==> src/rtl/hpf_pkg.sv <==
// Shared definitions for the FIR high-pass filter and its output buffer.
package hpf_pkg;

  localparam int unsigned HPF_DATA_W     = 14;
  localparam int unsigned HPF_TAPS       = 13;
  localparam int unsigned HPF_DROP_CNT_W = 8;

  typedef enum logic [0:0] {
    HPF_WARMUP,
    HPF_RUN
  } hpf_state_e;

  function automatic logic [HPF_DROP_CNT_W-1:0] hpf_sat_inc(
    input logic [HPF_DROP_CNT_W-1:0] v
  );
    return (&v) ? v : v + HPF_DROP_CNT_W'(1);
  endfunction

endpackage

==> src/rtl/hpf_fifo.sv <==
// Sample FIFO for the HPF output buffer: storage, pointers, occupancy and
// read/write arbitration. A write into a full FIFO succeeds only alongside a read.
module hpf_fifo
  import hpf_pkg::*;
#(
  parameter int unsigned Depth = 16
) (
  input  logic                         clk_i,
  input  logic                         rst_i,
  input  logic                         wr_req_i,
  input  logic signed [HPF_DATA_W-1:0] wr_data_i,
  input  logic                         rd_req_i,
  output logic signed [HPF_DATA_W-1:0] rd_data_o,
  output logic                         rd_valid_o,
  output logic [$clog2(Depth):0]       level_o,
  output logic                         drop_o
);

  localparam int unsigned PtrW = $clog2(Depth);
  localparam int unsigned LvlW = PtrW + 1;

  logic signed [HPF_DATA_W-1:0] mem_q [Depth];
  logic [PtrW-1:0] wr_ptr_q, wr_ptr_d;
  logic [PtrW-1:0] rd_ptr_q, rd_ptr_d;
  logic [LvlW-1:0] level_q, level_d;
  logic            full, empty, wr_en, rd_en;

  always_comb begin
    full     = (level_q == LvlW'(Depth));
    empty    = (level_q == '0);
    rd_en    = rd_req_i && !empty;
    // A read in the same cycle frees the slot, so full does not block the write.
    wr_en    = wr_req_i && (!full || rd_en);
    drop_o   = wr_req_i && full && !rd_en;
    wr_ptr_d = wr_en ? wr_ptr_q + PtrW'(1) : wr_ptr_q;
    rd_ptr_d = rd_en ? rd_ptr_q + PtrW'(1) : rd_ptr_q;
    level_d  = level_q;
    unique case ({wr_en, rd_en})
      2'b10:   level_d = level_q + LvlW'(1);
      2'b01:   level_d = level_q - LvlW'(1);
      default: level_d = level_q;
    endcase
  end

  always_ff @(posedge clk_i or posedge rst_i) begin
    if (rst_i) begin
      wr_ptr_q <= '0;
      rd_ptr_q <= '0;
      level_q  <= '0;
    end else begin
      wr_ptr_q <= wr_ptr_d;
      rd_ptr_q <= rd_ptr_d;
      level_q  <= level_d;
    end
  end

  always_ff @(posedge clk_i) begin
    if (wr_en) begin
      mem_q[wr_ptr_q] <= wr_data_i;
    end
  end

  assign rd_data_o  = empty ? '0 : mem_q[rd_ptr_q];
  assign rd_valid_o = !empty;
  assign level_o    = level_q;

endmodule

==> src/rtl/hpf_out_buffer.sv <==
// HPF output buffer: warm-up discard, decimation, FIFO and overflow tracking.
// Define HPF_DROP_CNT_EN to implement the saturating Drop_cnt register.
module hpf_out_buffer
  import hpf_pkg::*;
#(
  parameter int unsigned WARMUP = HPF_TAPS,
  parameter int unsigned DECIM  = 1,
  parameter int unsigned DEPTH  = 16
) (
  input  logic                         Clk,
  input  logic                         Rst,
  input  logic signed [HPF_DATA_W-1:0] Din,
  input  logic                         Din_valid,
  output logic signed [HPF_DATA_W-1:0] Dout,
  output logic                         Dout_valid,
  input  logic                         Dout_ready,
  output logic [$clog2(DEPTH):0]       Level,
  output logic                         Ovf,
  input  logic                         Ovf_clr,
  output logic [HPF_DROP_CNT_W-1:0]    Drop_cnt
);

  localparam int unsigned WuW = (WARMUP > 1) ? $clog2(WARMUP) : 1;
  localparam int unsigned PhW = (DECIM > 1) ? $clog2(DECIM) : 1;
  localparam logic [WuW-1:0] WuLast = WuW'(WARMUP - 1);
  localparam logic [PhW-1:0] PhLast = PhW'(DECIM - 1);
  localparam hpf_state_e StReset = (WARMUP == 0) ? HPF_RUN : HPF_WARMUP;

  hpf_state_e     state_q, state_d;
  logic [WuW-1:0] wu_cnt_q, wu_cnt_d;
  logic [PhW-1:0] phase_q, phase_d;
  logic           ovf_q, ovf_d;
  logic           keep, drop;

  always_comb begin
    state_d  = state_q;
    wu_cnt_d = wu_cnt_q;
    phase_d  = phase_q;
    keep     = 1'b0;
    unique case (state_q)
      HPF_WARMUP: begin
        if (Din_valid) begin
          if (wu_cnt_q == WuLast) begin
            state_d  = HPF_RUN;
            wu_cnt_d = '0;
          end else begin
            wu_cnt_d = wu_cnt_q + WuW'(1);
          end
        end
      end
      HPF_RUN: begin
        if (Din_valid) begin
          keep    = (phase_q == '0);
          phase_d = (phase_q == PhLast) ? '0 : phase_q + PhW'(1);
        end
      end
      default: state_d = StReset;
    endcase
  end

  // A drop in the same cycle as a clear leaves the flag set.
  always_comb begin
    ovf_d = ovf_q;
    if (drop) begin
      ovf_d = 1'b1;
    end else if (Ovf_clr) begin
      ovf_d = 1'b0;
    end
  end

  always_ff @(posedge Clk or posedge Rst) begin
    if (Rst) begin
      state_q  <= StReset;
      wu_cnt_q <= '0;
      phase_q  <= '0;
      ovf_q    <= 1'b0;
    end else begin
      state_q  <= state_d;
      wu_cnt_q <= wu_cnt_d;
      phase_q  <= phase_d;
      ovf_q    <= ovf_d;
    end
  end

  assign Ovf = ovf_q;

`ifdef HPF_DROP_CNT_EN
  logic [HPF_DROP_CNT_W-1:0] drop_cnt_q, drop_cnt_d;

  always_comb begin
    drop_cnt_d = drop_cnt_q;
    if (drop) begin
      drop_cnt_d = Ovf_clr ? HPF_DROP_CNT_W'(1) : hpf_sat_inc(drop_cnt_q);
    end else if (Ovf_clr) begin
      drop_cnt_d = '0;
    end
  end

  always_ff @(posedge Clk or posedge Rst) begin
    if (Rst) begin
      drop_cnt_q <= '0;
    end else begin
      drop_cnt_q <= drop_cnt_d;
    end
  end

  assign Drop_cnt = drop_cnt_q;
`else
  assign Drop_cnt = '0;
`endif

  hpf_fifo #(
    .Depth(DEPTH)
  ) u_fifo (
    .clk_i     (Clk),
    .rst_i     (Rst),
    .wr_req_i  (keep),
    .wr_data_i (Din),
    .rd_req_i  (Dout_ready),
    .rd_data_o (Dout),
    .rd_valid_o(Dout_valid),
    .level_o   (Level),
    .drop_o    (drop)
  );

endmodule

==> config.mk <==
export PLATFORM = sky130hd
export DESIGN_NAME = hpf_out_buffer
export DESIGN_NICKNAME = d
export VERILOG_FILES = /design/src/rtl/hpf_pkg.sv /design/src/rtl/hpf_fifo.sv /design/src/rtl/hpf_out_buffer.sv
export SDC_FILE = /design/constraint.sdc
export NUM_CORES = 1
export LEC_CHECK = 0
export ABC_AREA = 1
export BUFFER_PORTS_ARGS = -buffer_cell sky130_fd_sc_hd__buf_2
export CORE_MARGIN = 5
export CORE_UTILIZATION = 50
export DETAILED_ROUTE_END_ITERATION = 8
export PLACE_DENSITY_LB_ADDON = 0.1
export SYNTH_ARGS = -nofsm -noshare
export SYNTH_HDL_FRONTEND = slang
export SYNTH_SLANG_ARGS = --single-unit
export TNS_END_PERCENT = 30
==> constraint.sdc <==
create_clock -name Clk -period 4.16 [get_ports Clk]
set_clock_uncertainty 0.1 [all_clocks]
set_input_delay 0.624 -clock Clk [delete_from_list [all_inputs] [get_ports Clk]]
set_output_delay 0.624 -clock Clk [all_outputs]
set_load 0.005 [all_outputs]
======== Word level (Yosys, flattened, before mapping) ========
Memory sizes are Yosys's and may differ from the RTL's.
Cells that the tools add are included.
cells by class
  $add $sub $neg .......................... 6
  equality and inequality tests ........... 4
  mux-type cells .......................... 13
  bitwise gates (word level) .............. 2
  reductions and logical operators ........ 13
operator list
  cell                                                                number
  14-bit 2-to-1 mux                                                   1
  4-bit by 1-bit adder with 4-bit output, second input constant       3
  1-bit 2-to-1 mux                                                    10
  5-bit case mux with 2 select lines                                  1
  5-bit by 1-bit adder with 5-bit output, second input constant       1
  5-bit == test, second input constant                                1
  5-bit zero test                                                     1
  5-bit by 1-bit subtractor with 5-bit output, second input constant  1
  4-bit == test, second input constant                                1
  1-bit logical AND                                                   4
  4-bit 2-to-1 mux                                                    1
  2-bit AND reduction                                                 2
  2-bit nonzero test                                                  2
  1-bit zero test                                                     3
  2-bit by 1-bit == test with 1-bit output, second input constant     1
  2-bit == test, second input constant                                1
  1-bit inverter                                                      2
  1-bit adder, second input constant                                  1
  1-bit logical OR                                                    1
word-level totals
  register bits after elaboration ......... 20
  bits in writable memories ............... 224
  input port bits ......................... 19
  output and inout bits ................... 29
  word-level logic and storage cells ...... 46
  memories kept ........................... 1
memories
  memory        words  bits a word  rd ports  clocked after Yosys merged registers in  write ports  RTL line        RTL
  u_fifo.mem_q  16     14           1         0                                        1            hpf_fifo.sv:22  logic signed [HPF_DATA_W-1:0] mem_q [Depth];

======== Longest topological paths before layout ========
  depth after elaboration ................. 7
  mapped depth ............................ 15
  gate-level depth less buffers ........... 15

======== By module ========
Synthesis repeated with hierarchy kept, for this count alone.
second synthesis, totals
  cells, all modules ...................... 903
  area, all modules ....................... 10291.1 µm²
modules (own cells, without submodules)
  module          instances  cells an instance  area each (µm²)
  hpf_fifo        1          857                9917.0
  hpf_out_buffer  1          46                 374.1

======== Worst setup path before layout ========
No wires, ideal clock.
  kind .................................... input -> register
  from .................................... in Din_valid
  to ...................................... mem u_fifo.mem_q[11][0] (enable)
  library setup time ...................... 0.403 ns
  data arrival time ....................... 2.063 ns
  required time ........................... 3.657 ns
  slack ................................... 1.594 ns
  stages .................................. 4
  path buffers ............................ 0
  path through ............................ nand2_1 > nor2_4 > inv_4 > nor3_1
between the ends
  cells in the longest elaborated chain, start to end .. 5
RTL lines
  element                                 RTL line              RTL
  start, declared                         hpf_out_buffer.sv:13  input logic Din_valid,
  1-bit 2-to-1 mux                        hpf_out_buffer.sv:52  if (Din_valid) begin
  1-bit 2-to-1 mux                        hpf_out_buffer.sv:40  unique case (state_q)
  1-bit logical AND                       hpf_fifo.sv:33        wr_en = wr_req_i && (!full || rd_en);
  1-bit 2-to-1 mux                        hpf_fifo.sv:58        if (wr_en) begin
  1-bit 2-to-1 mux (not written as such)  hpf_fifo.sv:59        mem_q[wr_ptr_q] <= wr_data_i;
  end, declared                           hpf_fifo.sv:22
Every way passes these cells.

======== Worst setup path after layout ========
  from .................................... reg u_fifo.rd_ptr_q[1]
  to ...................................... out Dout[7]
between the ends
  cells in the longest elaborated chain, start to end .. 2
RTL lines
  element                 RTL line              RTL
  start, declared         hpf_fifo.sv:24        logic [PtrW-1:0] rd_ptr_q, rd_ptr_d;
  start signal, assigned  hpf_fifo.sv:52        rd_ptr_q <= rd_ptr_d;
  memory 16 x 14 bit      -
  14-bit 2-to-1 mux       hpf_fifo.sv:63        assign rd_data_o = empty ? '0 : mem_q[rd_ptr_q];
  end, declared           hpf_out_buffer.sv:14  output logic signed [HPF_DATA_W-1:0] Dout,
Every way passes these cells.

==> parameters.txt <==
Parameter                              Value

Die
  Height of the chip    152 um
  Top-Level Pins    48
  Area inside the core boundary    0.0197 mm2
  Die outline area    0.0230 mm2
  Overall die width    152 um
  Core Rows    51
  Initial core utilization    0.511

Place
  Buffers added on ports    39
  Cell area after placement    0.0105 mm2
  Final GP Congestion    0.776
  Half-perimeter wire length of the detailed placement result    14200 um
  Pre-CTS setup slack    1.24 ns

Synthesis
  Number of unique standard cell types used by synthesis    33
  Fraction of synthesized cell area taken by the top area cell type    0.669
  Synthesized cell area    0.0100 mm2
  Number of enable-type register cells in the synthesized netlist    224
  Top cells by count, synth    224 x sky130_fd_sc_hd__edfxtp_1, 150 x sky130_fd_sc_hd__nor2_1, 71 x sky130_fd_sc_hd__o21ai_0
  Leading cell types by total area after synthesis    sky130_fd_sc_hd__edfxtp_1 67%, sky130_fd_sc_hd__nor2_1 5.6%, sky130_fd_sc_hd__dfrtp_1 4.7%
  Sequential area share after synthesis    0.717
  Flops & latches, synth    243
  Syn. warnings    0
  Asr flop ratio synth    0.0782
  Synthesized instance count    781
  Most frequent cell after synthesis    sky130_fd_sc_hd__edfxtp_1
  Mean cell area of the mapped netlist    12.9 um2
  Library cell with the largest summed area after synthesis    sky130_fd_sc_hd__edfxtp_1
  Most frequently used flop master after synthesis    sky130_fd_sc_hd__edfxtp_1

Timing
  Minimum clock period after layout    3.50 ns
  Measured slew at the worst slew-check pin    0.927 ns
  Slack of the critical path    0.662 ns
  Final number of max-transition violations    0
  RSZ-0062 raised after global routing    no
  Highest Clock Rate    0.286 GHz
  Total of endpoints with negative setup slack in the final report    0
  Final setup TNS    0 ns
  Slew HR    0.382
  Final-report hold violation count    0
  Final Cycle Share    0.841

Clock network
  Clock input transition at the sequential cells of the worst setup and hold paths    0.06 ns
  Clock latency of the later-clocked register in the worst-skew pair    0.52 ns
  CTS Sinks    243
  Number of buffers on the longest clock path    3
  Number of hold buffers added after CTS    0
  Root buf cell    sky130_fd_sc_hd__clkbuf_16
  Post-CTS setup-driven buffer insertion count    0
  Number of instances resized during post-cts repair    0
  Total CTS buffers    25
  Clock tree from TritonCTS    yes
  H-tree lvl count    1

Power
  Power share of the clock group    0.270
  Power dissipated by switching net loads    2.90 mW
  Switching share of power    0.363
  Peak ir drop on the vdd network    333 uV
  Portion of total power attributed to sequential cells    0.398
  Cell internal power dissipation    5.08 mW
  Power density over the cells    704 mW/mm2
  Part of the power in combinational logic    0.332
  Static Leakage    3.94 nW

GRT
  Number of global-route vias before repair    6397
  Largest net degree at the start of global routing    71
  Remaining Overflow, GRT    0
  Global-route wire length before repair    37600 um
  Initial antenna violation count    3
  Overall track demand over capacity in global routing    0.219

Worst setup path
  Crit end category    primary output
  Data required, critical path    3.44 ns
  Cells along the critical path    inv_2 -> buf_4 -> o21ai_0 -> o221ai_1 -> nand3_1 -> a21oi_1 -> buf_2
  Classification of the worst setup path    flip-flop to primary output
  Cell class contributing the biggest share of worst-path delay    flip-flops
  Critical path's slowest cell    sky130_fd_sc_hd__dfrtp_1
  WP data arrival    2.77 ns
  Max Fanout on Critical Path    33
  Startpoint type of the worst setup path    flip-flop
  Worst stage delay on the critical path    0.74 ns
  Count of buffering cells on the critical path with inverters included    3

Cells and area
  Fill count    1623
  FF/Latch Area    0.00721 mm2
  Layout cells sized above 1    0.147
  Util after Layout    0.576
  P&R area growth vs syn    12.7%
  Summed area of non-filler cells in the final layout    0.0113 mm2
  Nets@finish    855
  Area occupied by multi-input gates    0.00245 mm2

Routing
  First DRT Iteration DRCs    566
  Vias after detailed routing    6455
  Ratio of routed vias to standard cells    5.81
  First-pass iteration count of the detailed router    5
  Aggregate routed wire length    24600 um
  DR WL/cell    22.1 um
  Antenna-violating nets left    0
  Residual DRC count    0

Status
  Status    complete, no violations

Job
  MaxCap Viol Count    0

Hold path
  Hold WC Path Type    primary input to async pin
## layout make-up
type / instances / area share
clock buffer: 32 / 0.0593
multi-input combinational: 461 / 0.216
tap: 265 / 0.0293
clock inverter: 13 / 0.0101
timing repair buffer: 65 / 0.0378
antenna: 1 / 0.000221
sequential: 243 / 0.636
inverter: 31 / 0.0108
## cell families (layout without fill, tap and decap cells)
| kind of cell | Yosys count | after routing | synth area share |
|---|---|---|---|
| AOI/OAI and AO/OA | 202 | 202 | 0.118 |
| DFF | 243 | 243 | 0.717 |
| xor gates and xnor gates | 9 | 9 | 0.00785 |
| adders and majority gates | 9 | 9 | 0.0112 |
| and+or+nand+nor | 233 | 233 | 0.103 |
| other | 1 | 9 | 0.000373 |
| buffers and inverters | 84 | 141 | 0.0432 |
## routing by layer
| metal | routed length (um) | vias to the layer above | GRT usage |
|---|---|---|---|
| met2 | 11500 | 234 | 0.345 |
| met3 | 1670 | 50 | 0.0419 |
| met4 | 607 | 4 | 0.0660 |
| met5 | 27 | - | 0 |
| met1 | 10800 | 3215 | 0.311 |
| li1 | - | 2952 | - |
## layout by cell type (no fill, tap or decap), types with 2 or more instances in the layout
master	instances
sky130_fd_sc_hd__edfxtp_1	224
sky130_fd_sc_hd__nor2_1	150
sky130_fd_sc_hd__o21ai_0	71
sky130_fd_sc_hd__o21ai_1	58
sky130_fd_sc_hd__buf_2	39
sky130_fd_sc_hd__o221ai_1	36
sky130_fd_sc_hd__nand2_1	35
sky130_fd_sc_hd__nand3_1	30
sky130_fd_sc_hd__clkbuf_16	25
sky130_fd_sc_hd__inv_1	24
sky130_fd_sc_hd__buf_4	23
sky130_fd_sc_hd__o22ai_1	20
sky130_fd_sc_hd__dfrtp_1	18
sky130_fd_sc_hd__a21oi_1	14
sky130_fd_sc_hd__ha_1	9
sky130_fd_sc_hd__xor2_1	8
sky130_fd_sc_hd__conb_1	8
sky130_fd_sc_hd__clkinv_2	7
sky130_fd_sc_hd__clkinv_1	5
sky130_fd_sc_hd__clkbuf_1	5
sky130_fd_sc_hd__nand4_1	4
sky130_fd_sc_hd__nor2_4	3
sky130_fd_sc_hd__inv_2	3
sky130_fd_sc_hd__nand3_2	3
sky130_fd_sc_hd__buf_12	3
sky130_fd_sc_hd__inv_4	2
sky130_fd_sc_hd__nor2_8	2
sky130_fd_sc_hd__o21ai_2	2
sky130_fd_sc_hd__nor3_2	2
sky130_fd_sc_hd__clkbuf_8	2
sky130_fd_sc_hd__bufinv_16	2
## state kept, by name, indices dropped and copies added (netlist names)
name             flops
u_fifo.rd_ptr_q      4
u_fifo.wr_ptr_q      4
u_fifo.level_o       5
Ovf                  1
wu_cnt_q             4
state_q              1
u_fifo.mem_q       224
## through the flow
step | hold WS [ns] | instances | power [mW]
3_3_place_gp | 0.407 | 1065 | 5.81
2_1_floorplan | 0.390 | 788 | 4.95
6_report | 0.128 | 1111 | 7.97
5_1_grt | 0.191 | 1110 | 8.46
3_5_place_dp | 0.414 | 1065 | 5.86
4_1_cts | 0.147 | 1110 | 8.03
## power groups by stage
stage	Clock [mW]	Sequential, mW	Combinational (mW)
after floorplan	0	3.08	1.87
after global placement	0	3.21	2.60
after detailed placement	0	3.22	2.64
after CTS	2.20	3.17	2.66
after global routing	2.30	3.21	2.95
final	2.15	3.18	2.65
## worst register-to-register path, stage by stage (launching register included)
cell                      delay (ns)
sky130_fd_sc_hd__dfrtp_1        0.47
sky130_fd_sc_hd__nor2_4         0.09
sky130_fd_sc_hd__nand2_2        0.09
sky130_fd_sc_hd__nor3_4         0.05
sky130_fd_sc_hd__nor2_4         0.21
sky130_fd_sc_hd__nand2_1        0.17
sky130_fd_sc_hd__nor2_1         0.61
sky130_fd_sc_hd__buf_4          0.36
## final timing paths
check / startpoint / to / slack (ns) / cells after the start
max: u_fifo.rd_ptr_q[1]$_DFFE_PP0P_ / Dout[7] / 0.66 / 7
min: Rst / u_fifo.wr_ptr_q[0]$_DFFE_PP0P_ / 0.13 / 2
max reg2reg: u_fifo.level_o[0]$_DFFE_PP0P_ / u_fifo.mem_q[4][13]$_DFFE_PP_ / 1.69 / 7
min reg2reg: Ovf$_DFFE_PP0P_ / Ovf$_DFFE_PP0P_ / 0.42 / 2
max in group asynchronous: Rst / u_fifo.rd_ptr_q[0]$_DFFE_PP0P_ / 3.28 / 2
min in group Clk: Ovf_clr / Ovf$_DFFE_PP0P_ / 0.19 / 2
Note: power is estimated with default switching activity, not from simulation.
